$ cat config.mk
export PLATFORM = sky130hd
export DESIGN_NAME = spi_slave_fsm_flat
export DESIGN_NICKNAME = d
export VERILOG_FILES = /design/src/rtl/spi_pkg.sv /design/src/rtl/spi_slave_fsm_if.sv /design/src/rtl/spi_sync_edge.sv /design/src/rtl/spi_slave_fsm.sv /design/src/flat_wrapper.sv
export SDC_FILE = /design/constraint.sdc
export NUM_CORES = 1
export LEC_CHECK = 0
export CORE_UTILIZATION = 30
export DETAILED_ROUTE_END_ITERATION = 10
export GPL_ROUTABILITY_DRIVEN = 0
export PLACE_DENSITY = 0.58
export SLEW_MARGIN = 20
export SYNTH_ARGS = -nofsm -noshare
export SYNTH_HDL_FRONTEND = slang
export SYNTH_SLANG_ARGS = --single-unit
$ cat constraint.sdc
create_clock -name clk -period 1.6 [get_ports clk]
set_clock_uncertainty 0.2 [all_clocks]
set_input_delay 0.32 -clock clk [delete_from_list [all_inputs] [get_ports clk]]
set_output_delay 0.32 -clock clk [all_outputs]
set_load 0.03 [all_outputs]
$ cat src/rtl/spi_pkg.sv
// spi_pkg: shared types and constants for the SPI responder slice.
//   spi_state_e  : frame-tracking FSM states
//   SpiDataW     : default word width
//   SpiIdleFill  : bit shifted out when no reply word is queued
package spi_pkg;

  typedef enum logic [1:0] {
    StIdle      = 2'd0,
    StActive    = 2'd1,
    StWaitDesel = 2'd2
  } spi_state_e;

  localparam int unsigned SpiDataW = 8;
  localparam logic SpiIdleFill = 1'b0;

endpackage

$ cat src/rtl/spi_slave_fsm_if.sv
// spi_slave_fsm_if: SPI pins plus the rx/tx valid-ready handshakes of the responder.
//   slave modport  : sclk/ss_n/mosi, tx_data/tx_valid, rx_ready in; miso, tx_ready, rx_data,
//                    rx_valid, rx_overrun, busy out
//   master modport : the mirror image, for the initiator/consumer side
interface spi_slave_fsm_if import spi_pkg::*; #(
  parameter int unsigned DATA_W = SpiDataW
) ();

  logic              sclk;
  logic              ss_n;
  logic              mosi;
  logic              miso;
  logic [DATA_W-1:0] tx_data;
  logic              tx_valid;
  logic              tx_ready;
  logic [DATA_W-1:0] rx_data;
  logic              rx_valid;
  logic              rx_ready;
  logic              rx_overrun;
  logic              busy;

  modport slave (
    input  sclk, ss_n, mosi, tx_data, tx_valid, rx_ready,
    output miso, tx_ready, rx_data, rx_valid, rx_overrun, busy
  );

  modport master (
    output sclk, ss_n, mosi, tx_data, tx_valid, rx_ready,
    input  miso, tx_ready, rx_data, rx_valid, rx_overrun, busy
  );

endinterface

$ cat src/rtl/spi_sync_edge.sv
// spi_sync_edge: STAGES-deep synchronizer for an asynchronous pin, followed by one delay flop
// used for edge detection.
//   clk, reset : system clock, synchronous active-high reset
//   i_d        : asynchronous input pin
//   o_q        : synchronized level
//   o_rise     : one-cycle strobe on a synchronized 0->1 transition
//   o_fall     : one-cycle strobe on a synchronized 1->0 transition
module spi_sync_edge #(
  parameter int unsigned STAGES    = 2,
  parameter logic        RESET_VAL = 1'b0
) (
  input  logic clk,
  input  logic reset,
  input  logic i_d,
  output logic o_q,
  output logic o_rise,
  output logic o_fall
);

  // [STAGES-1:0] synchronizer, [STAGES] delay flop
  logic [STAGES:0] r_chain;

  always_ff @(posedge clk) begin
    if (reset) begin
      r_chain <= {(STAGES + 1){RESET_VAL}};
    end else begin
      r_chain <= {r_chain[STAGES-1:0], i_d};
    end
  end

  assign o_q    = r_chain[STAGES-1];
  assign o_rise = r_chain[STAGES-1] & ~r_chain[STAGES];
  assign o_fall = ~r_chain[STAGES-1] & r_chain[STAGES];

endmodule

$ cat src/rtl/spi_slave_fsm.sv
// spi_slave_fsm: SPI mode-0 responder, MSB first, oversampled in the clk domain.
//   clk, reset : system clock, synchronous active-high reset
//   bus        : spi_slave_fsm_if.slave (SPI pins, rx valid/ready out, tx valid/ready in,
//                sticky rx_overrun, busy)
// Build option: define SPI_SLAVE_OVERRUN_EN to make rx_overrun flag words that overwrite an
// unread rx_data; without it rx_overrun is tied low.
module spi_slave_fsm import spi_pkg::*; #(
  parameter int unsigned DATA_W      = SpiDataW,
  parameter int unsigned SYNC_STAGES = 2
) (
  input logic            clk,
  input logic            reset,
  spi_slave_fsm_if.slave bus
);

  localparam int unsigned CntW = $clog2(DATA_W);
  localparam logic [CntW-1:0] CntLast = CntW'(DATA_W - 1);
  localparam int unsigned SettleW = $clog2(SYNC_STAGES + 2);
  localparam logic [SettleW-1:0] SettleDone = SettleW'(SYNC_STAGES + 1);

  logic w_sclk_s, w_sclk_rise, w_sclk_fall;
  logic w_ss_s, w_ss_rise, w_ss_fall;
  logic w_mosi_s, w_mosi_rise, w_mosi_fall;

  spi_sync_edge #(.STAGES(SYNC_STAGES), .RESET_VAL(1'b0)) u_sync_sclk (
    .clk(clk), .reset(reset), .i_d(bus.sclk),
    .o_q(w_sclk_s), .o_rise(w_sclk_rise), .o_fall(w_sclk_fall)
  );

  spi_sync_edge #(.STAGES(SYNC_STAGES), .RESET_VAL(1'b1)) u_sync_ss (
    .clk(clk), .reset(reset), .i_d(bus.ss_n),
    .o_q(w_ss_s), .o_rise(w_ss_rise), .o_fall(w_ss_fall)
  );

  spi_sync_edge #(.STAGES(SYNC_STAGES), .RESET_VAL(1'b0)) u_sync_mosi (
    .clk(clk), .reset(reset), .i_d(bus.mosi),
    .o_q(w_mosi_s), .o_rise(w_mosi_rise), .o_fall(w_mosi_fall)
  );

  logic w_unused;
  assign w_unused = ^{w_sclk_s, w_mosi_rise, w_mosi_fall};

  // Frame FSM
  spi_state_e         r_state, w_state_next;
  logic [SettleW-1:0] r_settle;

  // The ss_n synchronizer resets high, so its first cycles after reset would fake an ss_fall
  // if ss_n is really low; WAIT_DESEL is held until the chain reflects the pin.
  always_ff @(posedge clk) begin
    if (reset) begin
      r_state  <= StWaitDesel;
      r_settle <= '0;
    end else begin
      r_state <= w_state_next;
      if (r_settle != SettleDone) r_settle <= r_settle + 1'b1;
    end
  end

  always_comb begin
    w_state_next = r_state;
    unique case (r_state)
      StIdle:      if (w_ss_fall) w_state_next = StActive;
      StActive:    if (w_ss_rise) w_state_next = StIdle;
      StWaitDesel: if (r_settle == SettleDone && w_ss_s) w_state_next = StIdle;
      default:     w_state_next = StIdle;
    endcase
  end

  logic w_active, w_frame_start, w_bit_rise, w_bit_fall, w_word_done, w_word_start;
  logic [CntW-1:0]   r_bit_cnt;
  logic [DATA_W-2:0] r_rx_shift;
  logic [DATA_W-1:0] w_rx_word;

  assign w_active      = (r_state == StActive);
  assign w_frame_start = (r_state == StIdle) && w_ss_fall;
  // A deselect in the same cycle as an sclk edge wins; the edge is ignored.
  assign w_bit_rise    = w_active && w_sclk_rise && !w_ss_rise;
  assign w_bit_fall    = w_active && w_sclk_fall && !w_ss_rise;
  assign w_word_done   = w_bit_rise && (r_bit_cnt == CntLast);
  // Counter at 0 on a falling edge means the previous word just completed.
  assign w_word_start  = w_frame_start || (w_bit_fall && (r_bit_cnt == '0));
  assign w_rx_word     = {r_rx_shift, w_mosi_s};

  // Receive path
  logic [DATA_W-1:0] r_rx_data;
  logic              r_rx_valid;

  always_ff @(posedge clk) begin
    if (reset) begin
      r_bit_cnt  <= '0;
      r_rx_shift <= '0;
    end else if (!w_active || w_ss_rise) begin
      r_bit_cnt <= '0;
    end else if (w_sclk_rise) begin
      r_rx_shift <= w_rx_word[DATA_W-2:0];
      r_bit_cnt  <= (r_bit_cnt == CntLast) ? '0 : r_bit_cnt + 1'b1;
    end
  end

  always_ff @(posedge clk) begin
    if (reset) begin
      r_rx_data  <= '0;
      r_rx_valid <= 1'b0;
    end else if (w_word_done) begin
      r_rx_data  <= w_rx_word;
      r_rx_valid <= 1'b1;
    end else if (r_rx_valid && bus.rx_ready) begin
      r_rx_valid <= 1'b0;
    end
  end

`ifdef SPI_SLAVE_OVERRUN_EN
  logic r_rx_overrun;
  always_ff @(posedge clk) begin
    if (reset || w_ss_fall) begin
      r_rx_overrun <= 1'b0;
    end else if (w_word_done && r_rx_valid && !bus.rx_ready) begin
      r_rx_overrun <= 1'b1;
    end
  end
  assign bus.rx_overrun = r_rx_overrun;
`else
  assign bus.rx_overrun = 1'b0;
`endif

  // Transmit path: one-entry buffer feeding the shift register at each word start
  logic [DATA_W-1:0] r_tx_buf, r_tx_shift;
  logic              r_tx_full;

  always_ff @(posedge clk) begin
    if (reset) begin
      r_tx_buf   <= '0;
      r_tx_shift <= '0;
      r_tx_full  <= 1'b0;
    end else begin
      if (w_word_start) begin
        r_tx_shift <= r_tx_full ? r_tx_buf : {DATA_W{SpiIdleFill}};
      end else if (w_bit_fall) begin
        r_tx_shift <= {r_tx_shift[DATA_W-2:0], SpiIdleFill};
      end
      // Accept is only possible while empty, so a word start that coincides with tx_valid
      // loads the old (empty) state and keeps the new word for the next start.
      if (bus.tx_valid && !r_tx_full) begin
        r_tx_buf  <= bus.tx_data;
        r_tx_full <= 1'b1;
      end else if (w_word_start) begin
        r_tx_full <= 1'b0;
      end
    end
  end

  assign bus.miso     = w_active ? r_tx_shift[DATA_W-1] : 1'b0;
  assign bus.tx_ready = !r_tx_full;
  assign bus.rx_data  = r_rx_data;
  assign bus.rx_valid = r_rx_valid;
  assign bus.busy     = (r_state != StWaitDesel) && !w_ss_s;

endmodule

$ cat src/flat_wrapper.sv
// flat-port wrapper written by rule: the top's interface ports become plain ports
module spi_slave_fsm_flat import spi_pkg::*;
#(
  parameter int unsigned DATA_W      = SpiDataW,
  parameter int unsigned SYNC_STAGES = 2
)
  (clk, reset, bus_sclk, bus_ss_n, bus_mosi, bus_tx_data, bus_tx_valid, bus_rx_ready, bus_miso, bus_tx_ready, bus_rx_data, bus_rx_valid, bus_rx_overrun, bus_busy);
  spi_slave_fsm_if #(.DATA_W(DATA_W)) bus_i ();
  input logic clk;
  input logic reset;
  input wire logic [$bits(bus_i.sclk)-1:0] bus_sclk;
  input wire logic [$bits(bus_i.ss_n)-1:0] bus_ss_n;
  input wire logic [$bits(bus_i.mosi)-1:0] bus_mosi;
  input wire logic [$bits(bus_i.tx_data)-1:0] bus_tx_data;
  input wire logic [$bits(bus_i.tx_valid)-1:0] bus_tx_valid;
  input wire logic [$bits(bus_i.rx_ready)-1:0] bus_rx_ready;
  output wire logic [$bits(bus_i.miso)-1:0] bus_miso;
  output wire logic [$bits(bus_i.tx_ready)-1:0] bus_tx_ready;
  output wire logic [$bits(bus_i.rx_data)-1:0] bus_rx_data;
  output wire logic [$bits(bus_i.rx_valid)-1:0] bus_rx_valid;
  output wire logic [$bits(bus_i.rx_overrun)-1:0] bus_rx_overrun;
  output wire logic [$bits(bus_i.busy)-1:0] bus_busy;
  assign bus_i.sclk = bus_sclk;
  assign bus_i.ss_n = bus_ss_n;
  assign bus_i.mosi = bus_mosi;
  assign bus_i.tx_data = bus_tx_data;
  assign bus_i.tx_valid = bus_tx_valid;
  assign bus_i.rx_ready = bus_rx_ready;
  assign bus_miso = bus_i.miso;
  assign bus_tx_ready = bus_i.tx_ready;
  assign bus_rx_data = bus_i.rx_data;
  assign bus_rx_valid = bus_i.rx_valid;
  assign bus_rx_overrun = bus_i.rx_overrun;
  assign bus_busy = bus_i.busy;
  spi_slave_fsm #(.DATA_W(DATA_W), .SYNC_STAGES(SYNC_STAGES)) u_core (.clk(clk), .reset(reset), .bus(bus_i));
endmodule
After elaboration in Yosys (flattened, before gate mapping)
Index checks and enable logic that the tools add are counted.
Widths: inputs -> output; s select.
{"block": "word_totals", "regBits": 48, "latchBits": 0, "ramBits": 0, "mem_bits_ro": 0, "in_bits": 15, "out_inout_bits": 13, "wordCells": 70, "memories": 0}
{"block": "op_classes", "add_sub_neg": 2, "n_mul": 0, "div_mod_pow": 0, "order_cmp": 0, "n_eq_ne": 9, "shift": 0, "muxes": 13, "n_bitwise": 9, "reduce_logical": 25}
{"operator": "$mux 8", "n": 3}
{"operator": "$logic_and 1x1->1", "n": 11}
{"operator": "$mux 2", "n": 3}
{"operator": "$ne 2x1->1 const B", "n": 3}
{"operator": "$pmux 2 s3", "n": 1}
{"operator": "$reduce_bool 2->1", "n": 3}
{"operator": "$mux 1", "n": 5}
{"operator": "$not 1->1", "n": 5}
{"operator": "$and 1x1->1", "n": 4}
{"operator": "$eq 2x2->1 const B", "n": 2}
{"operator": "$logic_not 1->1", "n": 4}
{"operator": "$ne 2x2->1 const B", "n": 2}
{"operator": "$add 3x1->3 const B", "n": 1}
{"operator": "$eq 3x3->1 const B", "n": 1}
{"operator": "$logic_not 3->1", "n": 1}
{"operator": "$mux 3", "n": 1}
{"operator": "$reduce_and 3->1", "n": 1}
{"operator": "$add 2x1->2 const B", "n": 1}
{"operator": "$eq 2x1->1 const B", "n": 1}
{"operator": "$logic_not 2->1", "n": 1}
{"operator": "$logic_or 1x1->1", "n": 2}
{"operator": "$reduce_and 2->1", "n": 1}
{"operator": "$reduce_or 2->1", "n": 1}

Longest topological paths before layout
Gate-level depths: netlist of the first run.
{"block": "depth", "depth_word": 8, "ltp_mapped": 6, "depth_no_buf": 6}

Hierarchy
From an unflattened synthesis of the first run, not the netlist that was laid out.
{"block": "hier_totals", "hier_cells": 221, "hier_area_um2": 2077.0}
{"mod": "spi_slave_fsm", "n_inst": 1, "cells_each": 197, "area_each_um2": 1801.7, "seq_area_each_um2": 800.8}
{"mod": "spi_sync_edge at u_core.u_sync_mosi ...", "n_inst": 2, "cells_each": 8, "area_each_um2": 91.3, "seq_area_each_um2": 60.1}
{"mod": "spi_sync_edge at u_core.u_sync_ss", "n_inst": 1, "cells_each": 8, "area_each_um2": 92.6, "seq_area_each_um2": 60.1}

Least setup slack after synthesis of the first run
No wires, ideal clock.
{"block": "synth_path", "path_type": "reg2reg", "startpoint": "register u_core.r_state[0]", "endpoint": "register u_core.r_tx_shift[1]", "setup_time_ps": 70, "t_arrival_ps": 1275, "t_required_ps": 1330, "path_slack_ps": 55, "path_stages_with_launch": 7, "path_buffers": 2, "synth_period_minus_slack_ps": 1545, "path_cell_list": "dfxtp_1 -> buf_6 -> nor4b_2 -> buf_4 -> o21a_4 -> a22oi_1 -> a21oi_1"}
{"block": "synth_via", "elab_chain_cells": 6, "word_cells_on_any_way": 9, "cone_classes": "eq/ne: 1; mux: 1; reduce/logical: 7"}
{"item": "start, declared", "line": "spi_slave_fsm.sv:44", "rtl": "spi_state_e r_state, w_state_next;"}
{"item": "start signal, assigned", "line": "spi_slave_fsm.sv:51", "rtl": "r_state <= StWaitDesel;"}
{"item": "start signal, assigned", "line": "spi_slave_fsm.sv:54", "rtl": "r_state <= w_state_next;"}
{"item": "$eq 2x1->1", "line": "spi_slave_fsm.sv:74", "rtl": "assign w_active = (r_state == StActive);"}
{"item": "$logic_and 1x1->1 (2 in series)", "line": "spi_slave_fsm.sv:78", "rtl": "assign w_bit_fall = w_active && w_sclk_fall && !w_ss_rise;"}
{"item": "$logic_and 1x1->1", "line": "spi_slave_fsm.sv:81", "rtl": "assign w_word_start = w_frame_start || (w_bit_fall && (r_bit_cnt == '0));"}
{"item": "$logic_or 1x1->1", "line": "spi_slave_fsm.sv:81"}
{"item": "$mux 8 or $reduce_bool 2->1 (tied branches)"}
{"item": "end signal, assigned", "line": "spi_slave_fsm.sv:137", "rtl": "r_tx_shift <= r_tx_full ? r_tx_buf : {DATA_W{SpiIdleFill}};"}
{"item": "end signal, assigned", "line": "spi_slave_fsm.sv:139", "rtl": "r_tx_shift <= {r_tx_shift[DATA_W-2:0], SpiIdleFill};"}
{"item": "end, declared", "line": "spi_slave_fsm.sv:127", "rtl": "logic [DATA_W-1:0] r_tx_buf, r_tx_shift;"}
Several ways; a longest one is shown, not always the timed one.
A chain may end at the register's enable or synchronous reset.

Worst setup path after layout of the first run
{"block": "layout_path", "startpoint": "register u_core.r_bit_cnt[0]", "endpoint": "register u_core.r_rx_data[0], in the netlist u_core.bus.rx_data[0]"}
{"block": "layout_via", "elab_chain_cells": 2}
{"item": "start, declared", "line": "spi_slave_fsm.sv:70", "rtl": "logic [CntW-1:0] r_bit_cnt;"}
{"item": "start signal, assigned", "line": "spi_slave_fsm.sv:96", "rtl": "r_bit_cnt <= (r_bit_cnt == CntLast) ? '0 : r_bit_cnt + 1'b1;"}
{"item": "$eq 3x3->1", "line": "spi_slave_fsm.sv:79", "rtl": "assign w_word_done = w_bit_rise && (r_bit_cnt == CntLast);"}
{"item": "$logic_and 1x1->1", "line": "spi_slave_fsm.sv:79"}
{"item": "end signal, assigned", "line": "spi_slave_fsm.sv:105", "rtl": "r_rx_data <= w_rx_word;"}
{"item": "end, declared", "line": "spi_slave_fsm.sv:85", "rtl": "logic [DATA_W-1:0] r_rx_data;"}
Every way passes these cells.

==> results of run 1 <==
[metrics by stage]
stage / instances / util / power (uW) / setup TNS, ns / hold WS [ns]
2_1_floorplan: 193 / - / 1410 / 0 / 0.189
3_3_place_gp: 304 / 0.392 / 1480 / -2.28 / 0.192
3_5_place_dp: 304 / 0.392 / 1490 / -2.68 / 0.199
4_1_cts: 315 / 0.418 / 2200 / -0.666 / 0.220
5_1_grt: 320 / 0.444 / 2300 / -1.51 / 0.240
6_report: 320 / 0.444 / 2170 / -0.495 / 0.220
[area by class of cell]
| type | instances | share of cell area |
|---|---|---|
| flip-flops and latches | 48 | 0.360 |
| clock inverters | 1 | 0.00325 |
| well taps | 75 | 0.0349 |
| multi-input cells | 128 | 0.372 |
| inverters | 5 | 0.00697 |
| repair buffers | 56 | 0.194 |
| clock buffers | 7 | 0.0284 |
[cells by family (layout without fill, tap and decap cells)]
family,count (synthesis),in the layout,share of synthesized area
fa+ha+maj,4,4,0.0259
simple gates,69,69,0.184
xor+xnor,1,1,0.00453
buf+inv,17,69,0.0536
mux,25,25,0.129
other cells,1,1,0.00194
flops,48,48,0.496
compound gates,28,28,0.104
[critical path, cell delays in order (launching register included)]
cell       delay (ns)
dfxtp_2          0.33
buf_6            0.11
ha_4             0.15
ha_4             0.16
nand4_1          0.19
clkbuf_16        0.20
mux2i_1          0.17
nor2_1           0.06
[report_power, final]
| part | switching, uW | leakage, uW | total, uW | internal, uW |
|---|---|---|---|---|
| Clock | 378 | 0.0000424 | 690 | 312 |
| Sequential | 31.8 | 0.000392 | 1270 | 1230 |
| Combinational | 98.6 | 0.000755 | 218 | 119 |
| Total | 509 | 0.00119 | 2170 | 1670 |
[final timing paths]
kind | from | endpoint | cells past startpoint
hold / removal | u_core.u_sync_ss.r_chain[0] | u_core.u_sync_ss.r_chain[1] | 1
hold reg to reg | u_core.u_sync_ss.r_chain[0] | u_core.u_sync_ss.r_chain[1] | 1
setup reg to reg | u_core.r_bit_cnt[0] | u_core.bus.rx_data[0] | 7
setup / recovery | u_core.r_bit_cnt[0] | u_core.bus.rx_data[0] | 7
[routing by layer]
| metal | GRT usage | up-vias |
|---|---|---|
| met1 | 0.163 | 689 |
| met5 | 0 | - |
| met3 | 0.0396 | 7 |
| li1 | - | 763 |
| met4 | 0.0421 | 0 |
| met2 | 0.187 | 31 |
[flip-flops by register name, summed over array words and instances (netlist names)]
register	flops
u_core.r_tx_full	1
u_core.u_sync_mosi.r_chain	2
u_core.bus.rx_data	8
u_core.r_bit_cnt	3
u_core.r_rx_shift	7
u_core.r_tx_shift	8
u_core.r_state	2
u_core.u_sync_sclk.r_chain	3
u_core.r_tx_buf	8
u_core.r_settle	2
u_core.u_sync_ss.r_chain	3
u_core.bus.rx_valid	1
[timing repair]
action | 4_1_cts | 5_1_grt
buffers inserted | 3 | 4
resized for setup | 28 | 27
hold endpoints to repair | 0 | 0
pin swaps | 2 | 9
endpoints found under the setup margin | 33 | 27
cloned | 0 | 1
[cell usage in the layout (no fill, tap or decap), types with 2 or more instances in the layout]
master / instances
dfxtp_2: 4
clkbuf_8: 5
a22oi_2: 6
buf_6: 5
buf_4: 26
nand2b_1: 2
nor2b_4: 2
inv_1: 4
dfxtp_1: 43
o31ai_1: 7
nor2_1: 31
clkbuf_1: 2
nor4_1: 3
clkdlybuf4s15_1: 5
clkdlybuf4s50_1: 14
nand2_1: 5
a21oi_1: 8
dlygate4sd2_1: 4
ha_4: 2
mux2i_1: 24
nor2_4: 3
or2_2: 3
nor3_1: 2
nor2b_1: 7
==> flow_summary.json, run 1 <==
{
  "syn_area_mm2": 0.00194,
  "grt_overflow": 0,
  "slew_viol_final": 0,
  "wl_met2_um": 1780,
  "dr_wl_met3_um": 206,
  "dp_hpwl_um": 2580,
  "io_pins": 28,
  "post-place-ws_ns": -0.137,
  "detail_route.first_pass.iterations": 4,
  "rows": 28,
  "wl_met1_um": 1860,
  "cts.sinks": 48,
  "synth_top_area_cell": "dfxtp_1",
  "synth.top_cell.area_share": 0.496,
  "clk_path_buf_depth": 2,
  "p_leak_uw": 0.00119,
  "grt_pass1_vias": 1398,
  "violations": "negative setup slack",
  "postPlaceCellArea_mm2": 0.00237,
  "regArea_um2": 970,
  "synth_area_per_cell_um2": 10.0,
  "cp_data_required_time_ns": 1.58,
  "maxCapViolCount": 0,
  "async_reset_ff_frac": 0,
  "synthTopCellsByCount": "dfxtp_1 (48), nor2_1 (34), mux2i_1 (25)",
  "regToRegSetupSlack_ns": -0.07,
  "syn_nets": 212,
  "cp-start-kind": "flip-flop",
  "max_freq_mhz": 599,
  "ant_nets": 0,
  "drtIter0Drc": 48,
  "hold_buffers": 0,
  "critPathKind": "reg2reg",
  "synthTopCellsByArea": "dfxtp_1 (50%), mux2i_1 (13%), nor2_1 (6.6%)",
  "port_buffers": 26,
  "die_area_mm2": 0.00678,
  "cts_tree": "built",
  "multi_input_area_mm2": 0.00100,
  "setup_viol": 14,
  "final_hold_viol_count": 0,
  "cp-end-kind": "flip-flop",
  "clk_latency_ns": 0.29,
  "ys.flop_type": "dfxtp_1",
  "cts_root_buf": "clkbuf_8",
  "status": "finished, violations left",
  "htree_num_levels": 2,
  "post_drt_wl_per_cell_um": 12.3,
  "arrival_ns": 1.65,
  "synth.yosys.seq_area_share": 0.496,
  "peakVddDrop_mv": 0.594,
  "syn2layout_area_growth_pct": 39.0,
  "period_needed_ns": 1.67,
  "antenna_found_initial": 0,
  "yosys_warnings": 0,
  "initial_core_util": 0.319,
  "diodes": 0,
  "cts_buffers": 5,
  "cp_max_fo": 4,
  "final_nets": 263,
  "wl_um": 3920,
  "yosysUniqueCellTypes": 35,
  "fin_crit_sh": 1.04,
  "grt_pass1_wl_um": 6260,
  "vias": 1490,
  "finalInstanceArea_mm2": 0.00269,
  "yosysMostFrequentCell": "dfxtp_1",
  "p_per_area_mw_per_mm2": 808,
  "grt_max_degree": 28,
  "coreArea_mm2": 0.00606,
  "vias_per_cell": 4.66,
  "die_x_um": 82.3,
  "grt_usage": 0.123,
  "drc": 0,
  "synth_edf_count": 0,
  "hp-class": "reg2reg",
  "ys_seq_elements": 48,
  "die-height_um": 82.3,
  "layout-drive-gt1-share": 0.294,
  "clk_pin_slew_ns": 0.08,
  "rsz0062_at_grt": "true",
  "nFillCells": 586,
  "netlist_instances": 193,
  "routed.top_layer": "met4",
  "setup_slack_ns": -0.0691
}
Power figures use the tool's default switching activity.
==> run 2: changes to the inputs <==
Settings changed: CORE_UTILIZATION 30 to 40, PLACE_DENSITY 0.58 to 0.71.
==> run 2 against run 1 <==
Compared with the run above:
- the flow still finishes with violations (negative setup slack)
- non-clock buffer count down 2
- highest routed layer unchanged
- clock-buffer cell count down 1
- critical path depth down 3
- clock power up 7.0%
- register-to-register slack better by 0.07 ns
- final cell count down 8.1%
==> flow_summary.json, run 2 (synthesis results as in run 1) <==
{
  "status": "finished, violations left",
  "violations": "negative setup slack",
  "period_needed_ns": 1.64,
  "min_from": "u_core.u_sync_ss.r_chain[0]",
  "wl_um": 3850,
  "die_x_um": 71.6,
  "cp_data_required_time_ns": 1.08,
  "r2r-start": "u_core.r_state[1]",
  "post-place-ws_ns": -0.0937,
  "grt_pass1_vias": 1421,
  "io_pins": 28,
  "cp_max_fo": 3,
  "final_util": 0.569,
  "detail_route.first_pass.iterations": 4,
  "grt_pass1_wl_um": 6270,
  "cts_tree": "built",
  "port_buffers": 26,
  "htree_num_levels": 2,
  "regToRegEndpoint": "u_core.r_tx_shift[4]",
  "cts_buffers": 5,
  "hold_path_depth": 1,
  "max_freq_mhz": 611,
  "antenna_found_initial": 0,
  "layout_common_cells": "dfxtp_1 (44), nor2_1 (32), mux2i_1 (25), buf_4 (23), clkdlybuf4s50_1 (14)",
  "post_drt_wl_per_cell_um": 13.1,
  "cts_root_buf": "clkbuf_8",
  "fin_crit_sh": 1.02,
  "layout_commonest_cell": "dfxtp_1",
  "p_leak_uw": 0.00116,
  "cp-end-kind": "output port",
  "diodes": 0,
  "clk_path_buf_depth": 2,
  "clk_pin_slew_ns": 0.08,
  "dp_hpwl_um": 2550,
  "drc": 0,
  "initial_core_util": 0.430,
  "setup_slack_ns": -0.0367,
  "regToRegSetupSlack_ns": 0,
  "rows": 24,
  "rsz0062_at_grt": "true",
  "grt_max_degree": 16,
  "hold_buffers": 0,
  "syn2layout_area_growth_pct": 32.4,
  "finalInstanceArea_mm2": 0.00256,
  "ant_nets": 0,
  "holdWs_ns": 0.213,
  "final_hold_viol_count": 0,
  "slew_viol_final": 0,
  "arrival_ns": 1.12,
  "p_per_area_mw_per_mm2": 873,
  "clk_latency_ns": 0.30,
  "setup_viol": 1,
  "final_nets": 261,
  "layout-drive-gt1-share": 0.264,
  "drtIter0Drc": 90,
  "peakVddDrop_mv": 0.499,
  "die_area_mm2": 0.00512,
  "startpoint": "u_core.r_state[1]",
  "worstRegToRegCells": 7,
  "regArea_um2": 966,
  "maxCapViolCount": 0,
  "critPathKind": "reg2out",
  "worstHoldEndpoint": "u_core.u_sync_ss.r_chain[1]",
  "grt_usage": 0.159,
  "die-height_um": 71.6,
  "postPlaceCellArea_mm2": 0.00230,
  "cp-start-kind": "flip-flop",
  "nFillCells": 395,
  "vias": 1508,
  "multi_input_area_um2": 941,
  "coreArea_mm2": 0.00450,
  "hp-class": "reg2reg",
  "vias_per_cell": 5.13,
  "cts.sinks": 48,
  "grt_overflow": 0
}
-- run 2: changes by cell type in the layout (fill, tap and decap cells not counted), moves of 3 or more --
| cell | delta |
|---|---|
| a22oi_1 | +3 |
| a22oi_2 | -3 |
| buf_4 | -3 |
| buf_6 | +3 |
| clkdlybuf4s15_1 | -3 |
| ha_1 | +3 |
-- run 2: worst max-delay path, stage by stage (launching register included) --
cell and delay, ns:
dfxtp_2 0.34, buf_6 0.11, nor2b_4 0.12, nor2_1 0.09, buf_4 0.17
-- run 2: layer usage --
metal | track usage | routed length, um
met1 | 0.193 | 1800
met2 | 0.254 | 1730
met3 | 0.0577 | 242
met4 | 0.0719 | 74
met5 | 0 | 0
-- run 2: final cells by class --
class,count,area share
Sequential cell,48,0.377
Multi-Input combinational cell,128,0.367
Inverter,5,0.00732
Clock inverter,1,0.00342
Timing Repair Buffer,54,0.187
Tap cell,52,0.0254
Clock buffer,6,0.0322
-- run 2: what timing repair did --
item | CTS | global route
pin swaps | 10 | 6
setup endpoints to repair | 18 | 24
setup buffers | 9 | 2
resized for setup | 30 | 12
-- run 2: per-stage QoR --
stage,setup TNS (ns),std cells,total power [uW]
after floorplan,0,193,1410
after global placement,-0.850,277,1480
after detailed placement,-1.10,277,1480
after CTS,-0.0612,292,2250
after global routing,-0.766,294,2340
final,-0.0367,294,2240
-- run 2: how the worst max path moves through the flow --
stage,slack [ns],to,cells after the start
floorplan,0.05,u_core.r_tx_shift[1],6
global placement,-0.06,u_core.r_tx_buf[3],5
detailed placement,-0.09,u_core.r_tx_buf[4],5
CTS,-0.06,bus_busy,4
global route,-0.08,bus_busy,4
finish,-0.04,bus_busy,4
-- run 2: power breakdown --
part	total [uW]	internal (uW)	leakage, uW	switching, uW
Clock	738	345	0.0000473	393
Sequential	1260	1230	0.000391	28.4
Combinational	238	133	0.000726	105
Total	2240	1710	0.00116	526
